===== src/rtl/bit_arbiter_pkg.sv =====
// Shared types for the bit-RAM arbiters: thread index width, return tag layout.
// Used by bit_read_arbiter and bit_arb_pick.
package bit_arbiter_pkg;

    localparam int BIT_ADDR_W  = 16;
    localparam int MAX_THREADS = 16;

    function automatic int thread_idx_w(input int n);
        return (n < 2) ? 1 : $clog2(n);
    endfunction

    localparam int THREAD_IDX_W = thread_idx_w(MAX_THREADS);

    typedef logic [THREAD_IDX_W-1:0] thread_idx_t;

    // One slot of the return pipeline: which thread owns the RAM read in flight.
    typedef struct packed {
        logic        valid;
        thread_idx_t idx;
    } tag_t;

endpackage


===== src/rtl/bit_arb_pick.sv =====
// Combinational grant picker over a request vector.
// BITREADARBITER_RR_EN selects round-robin from last+1; otherwise lowest index wins.
module bit_arb_pick
    import bit_arbiter_pkg::*;
#(
    parameter int N = 4
) (
    input  logic [N-1:0] req,
    input  thread_idx_t  last,
    output logic         gnt_valid,
    output thread_idx_t  gnt_idx,
    output logic [N-1:0] gnt_hot
);

`ifdef BITREADARBITER_RR_EN
    logic        hi_found;
    thread_idx_t hi_idx;
    logic        lo_found;
    thread_idx_t lo_idx;

    // Two passes: requesters above the last grant first, then wrap to the bottom.
    always_comb begin
        hi_found = 1'b0;
        hi_idx   = '0;
        lo_found = 1'b0;
        lo_idx   = '0;
        for (int i = N - 1; i >= 0; i--) begin
            if (req[i] && (i > int'(last))) begin
                hi_found = 1'b1;
                hi_idx   = thread_idx_t'(i);
            end
            if (req[i]) begin
                lo_found = 1'b1;
                lo_idx   = thread_idx_t'(i);
            end
        end
        gnt_valid = hi_found | lo_found;
        gnt_idx   = hi_found ? hi_idx : lo_idx;
    end
`else
    logic unused_last;
    assign unused_last = ^last;

    always_comb begin
        // NOTE: every output gets a default before the loop, so no path through
        // this block leaves a variable unassigned and no latch is inferred.
        gnt_valid = 1'b0;
        gnt_idx   = '0;
        for (int i = N - 1; i >= 0; i--) begin
            if (req[i]) begin
                gnt_valid = 1'b1;
                gnt_idx   = thread_idx_t'(i);
            end
        end
    end
`endif

    always_comb begin
        gnt_hot = '0;
        for (int i = 0; i < N; i++) begin
            gnt_hot[i] = gnt_valid && (gnt_idx == thread_idx_t'(i));
        end
    end

endmodule


===== src/rtl/bit_read_arbiter.sv =====
// Arbitrates single-bit reads from N threads onto one bit-RAM read port and routes
// each returned bit back with a one-cycle ACK. BITREADARBITER_RR_EN enables round-robin.
module bit_read_arbiter
    import bit_arbiter_pkg::*;
#(
    parameter int N_THREADS = 4,
    parameter int ADDR_W    = BIT_ADDR_W,
    parameter int RAM_LAT   = 1
) (
    input  logic                          CLK,
    input  logic                          RST,
    input  logic                          BITREADARBITER_EN,
    input  logic                          BITREADARBITER_BIT_SELECT,
    input  logic [N_THREADS-1:0]          BITREADARBITER_THREAD_RE,
    input  logic [N_THREADS*ADDR_W-1:0]   BITREADARBITER_THREAD_ADDR,
    output logic                          BITREADARBITER_RAM_RE,
    output logic [ADDR_W-1:0]             BITREADARBITER_RAM_ADDR,
    input  logic                          BITREADARBITER_RAM_DATA,
    output logic                          BITREADARBITER_THREAD_DATA,
    output logic [N_THREADS-1:0]          BITREADARBITER_ACK,
    output logic                          BITREADARBITER_BUSY
);

    logic [N_THREADS-1:0] pending;
    logic [N_THREADS-1:0] inflight;
    logic [N_THREADS-1:0] sample;
    logic [N_THREADS-1:0] gnt_hot;
    logic [N_THREADS-1:0] gnt_taken;
    logic [N_THREADS-1:0] ret_hot;
    logic [N_THREADS-1:0] pending_nxt;
    logic [N_THREADS-1:0] inflight_nxt;
    logic                 gnt_valid;
    logic                 gnt_fire;
    thread_idx_t          gnt_idx;
    thread_idx_t          last_gnt;
    thread_idx_t          issue_tag;
    logic [ADDR_W-1:0]    gnt_addr;
    tag_t                 tag_pipe [RAM_LAT];
    tag_t                 ret_tag;

`ifdef BITREADARBITER_RR_EN
    thread_idx_t rr_ptr;

    always_ff @(posedge CLK) begin
        if (RST) begin
            rr_ptr <= '0;
        end else if (gnt_fire) begin
            rr_ptr <= gnt_idx;
        end
    end

    assign last_gnt = rr_ptr;
`else
    assign last_gnt = '0;
`endif

    bit_arb_pick #(
        .N (N_THREADS)
    ) u_pick (
        .req       (pending),
        .last      (last_gnt),
        .gnt_valid (gnt_valid),
        .gnt_idx   (gnt_idx),
        .gnt_hot   (gnt_hot)
    );

    assign gnt_fire  = BITREADARBITER_BIT_SELECT & gnt_valid;
    assign gnt_taken = {N_THREADS{gnt_fire}} & gnt_hot;
    assign ret_tag   = tag_pipe[RAM_LAT-1];

    // A thread is re-sampled only once both pending and inflight are clear, which
    // enforces one outstanding read per thread.
    always_comb begin
        sample   = '0;
        ret_hot  = '0;
        gnt_addr = '0;
        for (int i = 0; i < N_THREADS; i++) begin
            sample[i]  = BITREADARBITER_BIT_SELECT & BITREADARBITER_EN &
                         BITREADARBITER_THREAD_RE[i] & ~pending[i] & ~inflight[i];
            ret_hot[i] = ret_tag.valid && (ret_tag.idx == thread_idx_t'(i));
            if (gnt_hot[i]) begin
                gnt_addr = gnt_addr | BITREADARBITER_THREAD_ADDR[i*ADDR_W +: ADDR_W];
            end
        end
        pending_nxt  = (pending | sample) & ~gnt_taken;
        inflight_nxt = (inflight | gnt_taken) & ~ret_hot;
    end

    always_ff @(posedge CLK) begin
        if (RST) begin
            pending                    <= '0;
            inflight                   <= '0;
            issue_tag                  <= '0;
            BITREADARBITER_RAM_RE      <= 1'b0;
            BITREADARBITER_RAM_ADDR    <= '0;
            BITREADARBITER_THREAD_DATA <= 1'b0;
            BITREADARBITER_ACK         <= '0;
            BITREADARBITER_BUSY        <= 1'b0;
            // NOTE: the tag pipeline is cleared on reset even though it is an array,
            // because its valid bits alone decide whether an ACK fires; stale tags
            // would otherwise acknowledge reads that reset discarded.
            for (int k = 0; k < RAM_LAT; k++) begin
                tag_pipe[k] <= '0;
            end
        end else begin
            // NOTE: non-blocking throughout, so every stage samples its pre-edge
            // neighbour; the tag shift below depends on that ordering.
            pending             <= pending_nxt;
            inflight            <= inflight_nxt;
            BITREADARBITER_BUSY <= (|pending_nxt) | (|inflight_nxt);

            BITREADARBITER_RAM_RE <= gnt_fire;
            if (gnt_fire) begin
                BITREADARBITER_RAM_ADDR <= gnt_addr;
                issue_tag               <= gnt_idx;
            end

            // The tag follows the registered strobe, so the tail of the pipe lines
            // up with the edge at which RAM_DATA becomes valid.
            tag_pipe[0].valid <= BITREADARBITER_RAM_RE;
            tag_pipe[0].idx   <= issue_tag;
            for (int k = 1; k < RAM_LAT; k++) begin
                tag_pipe[k] <= tag_pipe[k-1];
            end

            BITREADARBITER_ACK <= ret_hot;
            if (ret_tag.valid) begin
                BITREADARBITER_THREAD_DATA <= BITREADARBITER_RAM_DATA;
            end
        end
    end

endmodule


===== config.mk =====
export PLATFORM = sky130hd
export DESIGN_NAME = bit_read_arbiter
export DESIGN_NICKNAME = d
export VERILOG_FILES = /design/src/rtl/bit_arbiter_pkg.sv /design/src/rtl/bit_arb_pick.sv /design/src/rtl/bit_read_arbiter.sv
export SDC_FILE = /design/constraint.sdc
export NUM_CORES = 1
export LEC_CHECK = 0
export CORE_ASPECT_RATIO = 1.25
export CORE_MARGIN = 2
export CORE_UTILIZATION = 42
export CTS_CLUSTER_SIZE = 28
export DETAILED_ROUTE_END_ITERATION = 16
export PLACE_DENSITY_LB_ADDON = 0.05
export SLEW_MARGIN = 20
export SYNTH_ARGS = -nofsm -noshare
export SYNTH_HDL_FRONTEND = slang
export SYNTH_SLANG_ARGS = --single-unit

===== constraint.sdc =====
create_clock -name CLK -period 2.5 [get_ports CLK]
set_input_delay 0.375 -clock CLK [delete_from_list [all_inputs] [get_ports CLK]]
set_output_delay 0.375 -clock CLK [all_outputs]
set_load 0.005 [all_outputs]

# Yosys cells after proc, flatten, opt, wreduce, memory -nomap -nowiden
# Memory sizes are Yosys's and may differ from the RTL's.
# Index checks and enable logic that the tools add are counted.
dict set report op_classes {
  bitwise_logic 33
  reduce_logical 13
  n_eq_ne 6
  muxes 17
}
# op n
set op_table {}
lappend op_table {{16-bit two-way mux} 4}
lappend op_table {{16-bit OR} 3}
lappend op_table {{1-bit AND} 14}
lappend op_table {{4-bit AND} 3}
lappend op_table {{2-bit two-way mux} 5}
lappend op_table {{4-bit by 2-bit equality test with 1-bit output (second input constant)} 2}
lappend op_table {{1-bit logical AND} 8}
lappend op_table {{4-bit zero test} 2}
lappend op_table {{1-bit NOT} 8}
lappend op_table {{4-bit NOT} 2}
lappend op_table {{4-bit OR} 2}
lappend op_table {{4-bit OR reduction} 2}
lappend op_table {{1-bit two-way mux} 7}
lappend op_table {{5-bit two-way mux} 1}
lappend op_table {{5-bit OR reduction} 1}
lappend op_table {{2-bit equality test (second input constant)} 2}
lappend op_table {{4-bit by 1-bit equality test with 1-bit output (second input constant)} 1}
lappend op_table {{2-bit by 1-bit equality test with 1-bit output (second input constant)} 1}
lappend op_table {{1-bit OR} 1}
dict set report word_totals {
  ramBits 5
  memories 1
  regBits 35
  wordCells 78
}
# name depth width read_ports rd_ports_with_merged_regs wr line
set memory_table {}
lappend memory_table {tag_pipe 1 5 1 0 2 bit_read_arbiter.sv:38} ;# tag_t tag_pipe [RAM_LAT];

# Logic depth before layout (Yosys ltp)
# Gate-level depths: netlist (run 1).
dict set report logic_depth {
  ltp_word 13
  ltp_mapped 6
  mapped_depth_nobuf 4
}

# Modules after synthesis
# A second synthesis (run 1) with hierarchy kept.
dict set report hier_totals {
  hier_cells 197
  hier_area_um2 1770.4
}
# mod cells_per_inst area_per_inst_um2 seq_area_each_um2 instances
set by_module_without_submodules {}
lappend by_module_without_submodules {bit_read_arbiter 183 1701.6 800.8 1}
lappend by_module_without_submodules {bit_arb_pick 14 68.8 0.0 1}

# Worst setup path after synthesis (run 1)
# Ideal clock, no wire load.
dict set report synth_path {
  path_type {register to register}
  startpoint {register pending[1]}
  endpoint {register BITREADARBITER_RAM_ADDR[1]}
  stages_incl_launch_ff 5
  arrival_ns 1.299
  setup_ns 0.071
  t_required_ns 2.429
  n_path_buf 1
  setup_slack_ns 1.131
  path_cell_list {dfxtp_1 -> buf_6 -> o41ai_2 -> a22oi_1 -> a21oi_1}
}
dict set report synth_via {
  elab_chain_len 11
  elab_cells_between_ends 20
}
# item line
set synth_rtl {}
lappend synth_rtl {{from (decl)} bit_read_arbiter.sv:24} ;# logic [N_THREADS-1:0] pending;
lappend synth_rtl {{from (signal assigned)} bit_read_arbiter.sv:108} ;# pending <= pending_nxt;
lappend synth_rtl {{2-bit two-way mux (2 in series)} bit_arb_pick.sv:50} ;# if (req[i]) begin
lappend synth_rtl {{4-bit zero test} bit_arb_pick.sv:61} ;# gnt_hot[i] = gnt_valid && (gnt_idx == thread_idx_t'(i));
lappend synth_rtl {{1-bit logical AND} bit_arb_pick.sv:61}
lappend synth_rtl {{16-bit two-way mux} bit_read_arbiter.sv:81} ;# if (gnt_hot[i]) begin
lappend synth_rtl {{16-bit OR} bit_read_arbiter.sv:82} ;# gnt_addr = gnt_addr | BITREADARBITER_THREAD_ADDR[i*ADDR_W +: ADDR_W];
lappend synth_rtl {{16-bit two-way mux} bit_read_arbiter.sv:81}
lappend synth_rtl {{16-bit OR} bit_read_arbiter.sv:82}
lappend synth_rtl {{16-bit two-way mux} bit_read_arbiter.sv:81}
lappend synth_rtl {{16-bit OR} bit_read_arbiter.sv:82}
lappend synth_rtl {{16-bit two-way mux} bit_read_arbiter.sv:81}
lappend synth_rtl {{to (signal assigned)} bit_read_arbiter.sv:114} ;# BITREADARBITER_RAM_ADDR <= gnt_addr;
lappend synth_rtl {{to (decl)} bit_read_arbiter.sv:17} ;# output logic [ADDR_W-1:0] BITREADARBITER_RAM_ADDR,
# Parallel ways exist; a longest one is shown, timed or not.
# A chain may end at the register's enable or synchronous reset.

# Worst setup path in the final report (run 1)
dict set report layout_path {
  startpoint {register pending[1]}
  endpoint {register BITREADARBITER_RAM_ADDR[13]}
}
# Same word-level chain as after synthesis.

==> qor.yml, run 1 <==
outcome:
  status: "completed"
finish:
  final_cells: 340
  antenna_cells: 0
  postLayoutCellArea_mm2: 0.00281
  multi_input_area_um2: 927
  layout.area.seq_um2: 721
  areaGrowthSynthToFinish_pct: 60.9
  drive_above_1_share_pct: 5.99
  fillCellCount: 342
  nNetsFinal: 356
placement:
  dpl.hpwl_mm: 3.69
  place_congestion: 0.826
  io_buffers: 95
  dpl_cell_area_mm2: 0.00273
  dp.cells: 332
sta:
  worst-slew-pin-transition_ps: 937
  finalHoldViolCount: 0
  rsz0062_at_grt: "false"
  finalMaxSlewViolations: 0
  setup_viol: 0
  tns_ps: 0
  slew_headroom_pct: 37.4
  fmax_ghz: 0.515
  period_needed_ps: 1940
  fin_skew_ps: 6.77
  period_share_pct: 77.6
synthesis:
  synth_seq_cells: 36
  yosys-top-cells-area: "dfxtp_1 (41%), a22oi_1 (14%), o211a_1 (7.4%), nor2_1 (4.9%), nor3_1 (4.3%)"
  seq_area_frac_synth_pct: 41.2
  synthCells: 191
  yosysWarnings: 0
  synth_area_mm2: 0.00175
  synth_top_area_share_pct: 41.2
  synth.avg_cell_area_um2: 9.15
  synth_cell_types: 37
  syn-num-nets: 264
  yosys.area.top_type: "dfxtp_1"
grt:
  grt-ovfl-total: 0
  grt_pass1_vias: 1677
  grt_usage_pct: 21.5
  antenna_found_initial: 0
  grt_max_degree: 37
  grt_pass1_wl_mm: 7.73
pwr:
  ir_drop_mv: 0.419
  seq_power_share_pct: 46.6
  p_comb_share_pct: 23.1
  switchingPower_mw: 0.353
  total_power_mw: 1.36
  clockPowerShare_pct: 30.3
  p_leak_nw: 1.07
  p_int_mw: 1.00
  p_per_area_mw_per_mm2: 483
  switching_share_pct: 26.0
route:
  drt-pass1-iter-count: 7
  avgViaCountPerCell: 5.41
  drt_iter0_markers: 68
  drc: 0
  wire_per_inst_um: 14.8
  vias: 1840
  routed_wl_mm: 5.03
  ant_nets: 0
clock_tree:
  htree_levels: 2
  cts.sinks: 36
  post_cts_hold_buffer_count: 0
  cts_tree: "built"
  clk_latency_ps: 300
  cts.reportedPaths.clkPinSlew_ps: 70
  clock_path_buffers: 2
  cts-root-buf: "clkbuf_8"
  post_cts_buffers: 0
  post_cts_resized: 0
  numCtsBuffers: 5
critical_path:
  crit_slowest_cell: "dfxtp_1"
  cp_num_buf_inv: 1
  cp.required_ps: 2720
  cp.depth: 5
  endpoint_kind: "register"
  arrival_ps: 2160
  critical-path-top-delay-family: "simple AND/OR/NAND/NOR gates"
  crit_chain: "nor3b_4, buf_4, a22oi_1, o211a_1, nor3_1"
  ff2ff_path_depth: 5
  path_class: "reg2reg"
  start_kind: "register"
  crit_path_start: "pending[1]$_SDFF_PP0_"
  crit_fanout: 22
  r2r_start: "pending[1]$_SDFF_PP0_"
  slowest_delay_ps: 620
floorplanning:
  start_util_pct: 43.3
  die_x_um: 61.7
  dieArea_mm2: 0.00470
  die_h_um: 76.1
  ios: 96
  row_count: 26
  core_area_mm2: 0.00403
hold_path:
  hp-start: "issue_tag[1]$_SDFFE_PP0N_"
  hold_path_class: "reg2reg"
  holdPathStages: 2
flow_run:
  cap_violations: 0
power by group through the flow:
stage | clock network, mW | logic, mW | registers [mW]
after CTS | 0.422 | 0.316 | 0.633
after floorplan | 0 | 0.133 | 0.640
final | 0.411 | 0.314 | 0.632
after global routing | 0.441 | 0.342 | 0.637
after detailed placement | 0 | 0.315 | 0.646
after global placement | 0 | 0.312 | 0.645
cells by family after synthesis:
kind of cell | Yosys count | share of synthesized area [%]
muxes | 2 | 1.15
AOI/OAI and AO/OA | 70 | 32.1
buffers and inverters | 19 | 5.73
and+or+nand+nor | 64 | 19.8
DFF | 36 | 41.2
cells in the final DEF, fill, tap and decap left out, types with 2 or more instances in the layout:
| master | count |
|---|---|
| clkdlybuf4s50_1 | 95 |
| dfxtp_1 | 36 |
| a22oi_1 | 33 |
| nor2_1 | 23 |
| nor3_1 | 15 |
| o211a_1 | 13 |
| nand2_1 | 6 |
| nor2b_1 | 6 |
| buf_4 | 6 |
| nand2b_1 | 5 |
| clkbuf_8 | 5 |
| a21o_1 | 4 |
| a21oi_1 | 4 |
| inv_1 | 3 |
| o21ai_0 | 3 |
| nor3b_4 | 2 |
| mux2i_1 | 2 |
| and4b_1 | 2 |
| clkinv_2 | 2 |
layout make-up:
class,count,area share (%)
Tap cell,56,2.49
Inverter,3,0.400
Sequential cell,36,25.6
Clock inverter,3,0.667
Timing Repair Buffer,101,35.4
Clock buffer,5,2.45
Multi-Input combinational cell,136,33.0
worst paths after layout:
check	endpoint	slack, ps
setup reg to reg	BITREADARBITER_RAM_ADDR[13]$_SDFFE_PP0N_	560
hold / removal	tag_pipe[0][1]$_SDFF_PP0_	450
hold reg to reg	tag_pipe[0][1]$_SDFF_PP0_	450
setup / recovery	BITREADARBITER_RAM_ADDR[13]$_SDFFE_PP0N_	560
flip-flops by register name (all words and copies together) (netlist names), 2 cells and up:
register                 cells
inflight                     4
pending                      4
issue_tag                    2
BITREADARBITER_ACK           4
BITREADARBITER_RAM_ADDR     16
tag_pipe                     3
through the flow:
step / utilization (%) / worst slack [ps] / hold slack [ps]
floorplan: - / 1130 / 416
global placement: 67.6 / 426 / 428
detailed placement: 67.6 / 368 / 440
CTS: 69.7 / 530 / 451
global route: 69.7 / 357 / 487
finish: 69.7 / 560 / 447
routing by layer:
layer / global-route usage [%] / up-vias / wire length (µm)
li1: - / 908 / -
met1: 27.5 / 855 / 2150
met2: 33.9 / 71 / 2370
met3: 6.28 / 6 / 446
met4: 7.02 / 0 / 66
met5: 0 / - / 0
tightest hold or removal path, cell delays in order, from the launching register on:
cell and delay, ps:
dfxtp_1 300, inv_1 60, nor2_1 40
cell usage after synthesis:
cell type	number
dfxtp_1	36
a22oi_1	33
nor2_1	23
nor3_1	15
o211a_1	13
buf_2	8
nand2_1	6
nor2b_1	6
clkbuf_1	5
nand2b_1	5
a21o_1	4
a21oi_1	4
inv_1	3
o21ai_0	3
and4b_1	2
buf_6	2
mux2i_1	2
nor3b_4	2
a211oi_1	1
a221oi_1	1
a2bb2oi_1	1
a311o_1	1
a311oi_1	1
a41oi_1	1
buf_4	1
nand3_1	1
nand3b_1	1
nand4b_1	1
nor4_1	1
nor4b_1	1
o21a_1	1
o21bai_1	1
o22a_1	1
o22ai_1	1
o31ai_1	1
o41a_1	1
o41ai_2	1
Note: power is estimated with default switching activity, not from simulation.
==> run 2, diff against run 1 <==
--- a/config.mk
+++ b/config.mk
@@ -7,7 +7,7 @@
 export LEC_CHECK = 0
 export CORE_ASPECT_RATIO = 1.25
 export CORE_MARGIN = 2
-export CORE_UTILIZATION = 42
+export CORE_UTILIZATION = 39
 export CTS_CLUSTER_SIZE = 28
 export DETAILED_ROUTE_END_ITERATION = 16
 export PLACE_DENSITY_LB_ADDON = 0.05
==> constraint.sdc (replaced) <==
create_clock -name CLK -period 1.8 [get_ports CLK]
set_input_delay 0.27 -clock CLK [delete_from_list [all_inputs] [get_ports CLK]]
set_output_delay 0.27 -clock CLK [all_outputs]
set_load 0.005 [all_outputs]
==> qor.yml, run 2 (same netlist as run 1, synthesis figures left out) <==
sta:
  worst-slew-pin-transition_ps: 684  # was 937 ps
  period_needed_ps: 1570  # was 1940 ps
  period_share_pct: 87.0  # was 77.6%
  fin_skew_ps: 4.88  # was 6.77 ps
  finalHoldViolCount: 0  # unchanged
  tns_ps: 0  # unchanged
  rsz0062_at_grt: "false"  # unchanged
  setup_viol: 0  # unchanged
  slew_headroom_pct: 53.9  # was 37.4%
  fmax_ghz: 0.639  # was 0.515 GHz
  finalMaxSlewViolations: 0  # unchanged
finish:
  nNetsFinal: 363  # was 356
  regMostFlops: "BITREADARBITER_RAM_ADDR"  # unchanged
  final_common_cell: "clkdlybuf4s50_1"  # unchanged
  antenna_cells: 0  # unchanged
  areaGrowthSynthToFinish_pct: 66.4  # was 60.9%
  drive_above_1_share_pct: 8.25  # was 5.99%
  final_cells: 349  # was 340
  largest_register_ffs: 16  # unchanged
  postLayoutCellArea_mm2: 0.00291  # was 0.00281 mm²
  fillCellCount: 363  # was 342
  fin_util_pct: 66.7  # was 69.7%
  mostFrequentLayoutCells: "clkdlybuf4s50_1 (95), dfxtp_1 (36), a22oi_1 (33)"  # unchanged
clock_tree:
  post_cts_buffers: 0  # unchanged
  cts-root-buf: "clkbuf_8"  # unchanged
  clock_path_buffers: 2  # unchanged
  post_cts_resized: 0  # unchanged
  post_cts_hold_buffer_count: 0  # unchanged
  cts_tree: "built"  # unchanged
  cts.sinks: 36  # unchanged
  htree_levels: 2  # unchanged
  clk_latency_ps: 290  # was 300 ps
  cts.reportedPaths.clkPinSlew_ps: 80  # was 70 ps
  numCtsBuffers: 5  # unchanged
floorplanning:
  die_x_um: 63.9  # was 61.7 µm
  die_h_um: 78.9  # was 76.1 µm
  row_count: 27  # was 26
  ios: 96  # unchanged
  dieArea_mm2: 0.00504  # was 0.00470 mm²
  start_util_pct: 40.1  # was 43.3%
  core_area_mm2: 0.00436  # was 0.00403 mm²
placement:
  place_congestion: 0.806  # was 0.826
  dpl_cell_area_mm2: 0.00279  # was 0.00273 mm²
  io_buffers: 95  # unchanged
  dpl.hpwl_mm: 3.78  # was 3.69 mm
  dp.cells: 341  # was 332
pwr:
  total_power_mw: 2.06  # was 1.36 mW
  p_per_area_mw_per_mm2: 709  # was 483 mW/mm²
  clockPowerShare_pct: 35.5  # was 30.3%
  switchingPower_mw: 0.506  # was 0.353 mW
  seq_power_share_pct: 42.4  # was 46.6%
  switching_share_pct: 24.5  # was 26.0%
  ir_drop_mv: 0.664  # was 0.419 mV
  p_leak_nw: 1.11  # was 1.07 nW
  p_int_mw: 1.56  # was 1.00 mW
  p_comb_share_pct: 22.2  # was 23.1%
critical_path:
  crit_chain: "nor3b_4, buf_4, a22oi_1, o211a_1, nor3_1"  # unchanged
  cp.required_ps: 2010  # was 2720 ps
  crit_fanout: 13  # was 22
  critical-path-top-delay-family: "flip-flops"  # was simple AND/OR/NAND/NOR gates
  arrival_ps: 1780  # was 2160 ps
  slowest_delay_ps: 520  # was 620 ps
  start_kind: "register"  # unchanged
  crit_slowest_cell: "dfxtp_1"  # unchanged
  cp_num_buf_inv: 1  # unchanged
  path_class: "reg2reg"  # unchanged
  endpoint_kind: "register"  # unchanged
route:
  vias: 1847  # was 1840
  drt-pass1-iter-count: 4  # was 7
  ant_nets: 0  # unchanged
  drc: 0  # unchanged
  avgViaCountPerCell: 5.29  # was 5.41
  drt_iter0_markers: 47  # was 68
  routed_wl_mm: 5.14  # was 5.03 mm
  wire_per_inst_um: 14.7  # was 14.8 µm
grt:
  antenna_found_initial: 0  # unchanged
  grt_pass1_vias: 1854  # was 1677
  grt_usage_pct: 20.5  # was 21.5%
  grt_pass1_wl_mm: 8.27  # was 7.73 mm
  grt_max_degree: 37  # unchanged
  grt-ovfl-total: 0  # unchanged
outcome:
  status: "completed"  # unchanged
flow_run:
  cap_violations: 0  # unchanged
hold_path:
  hold_path_class: "reg2reg"  # unchanged
[run 2: cell count changes in the layout (fill, tap and decap cells not counted), sizes merged]
cell and change:
buf +7, clkinv -3, bufinv +1, clkinvlp +1, inv +1
[run 2: metrics by stage]
stage	hold WS [ps]	setup slack, ps
after detailed placement	440	-7.08
after floorplan	416	431
after CTS	453	225
after global routing	470	125
final	449	235
after global placement	436	40.2
[run 2: worst register-to-register path, delay by kind of cell (launching register included)]
kind / cells / cell delay [ps]
flip-flops: 1 / 520
AND/OR/NAND/NOR: 2 / 430
AO/OA/AOI/OAI: 2 / 310
buffers and inverters: 1 / 230
[run 2: worst paths after layout]
path | startpoint | endpoint | slack [ps] | cells after the start
worst min register to register | issue_tag[1]$_SDFFE_PP0N_ | tag_pipe[0][1]$_SDFF_PP0_ | 450 | 2
worst max register to register | pending[3]$_SDFF_PP0_ | BITREADARBITER_RAM_ADDR[3]$_SDFFE_PP0N_ | 230 | 5
worst max-delay path | pending[3]$_SDFF_PP0_ | BITREADARBITER_RAM_ADDR[3]$_SDFFE_PP0N_ | 230 | 5
worst min-delay path | issue_tag[1]$_SDFFE_PP0N_ | tag_pipe[0][1]$_SDFF_PP0_ | 450 | 2
[run 2: area by class of cell]
type / instances / area (µm²) / area share, %
multi-input cells: 136 / 927 / 31.9
flip-flops and latches: 36 / 721 / 24.8
inverters: 3 / 11.3 / 0.387
well taps: 58 / 72.6 / 2.50
clock inverters: 3 / 46.3 / 1.59
clock buffers: 5 / 68.8 / 2.37
repair buffers: 108 / 1060 / 36.5
[run 2: power groups by stage]
stage	Clock, mW	Combinational, mW	Sequential, mW
2_1_floorplan	0	0.185	0.889
3_3_place_gp	0	0.454	0.891
3_5_place_dp	0	0.459	0.892
4_1_cts	0.750	0.462	0.874
5_1_grt	0.774	0.500	0.880
6_report	0.731	0.458	0.874
[run 2: per-layer routing]
metal | GRT usage, % | share of wire [%]
met2 | 36.7 | 48
met3 | 6.37 | 7.8
met5 | 0 | 0
met1 | 22.8 | 42
met4 | 6.96 | 1.6
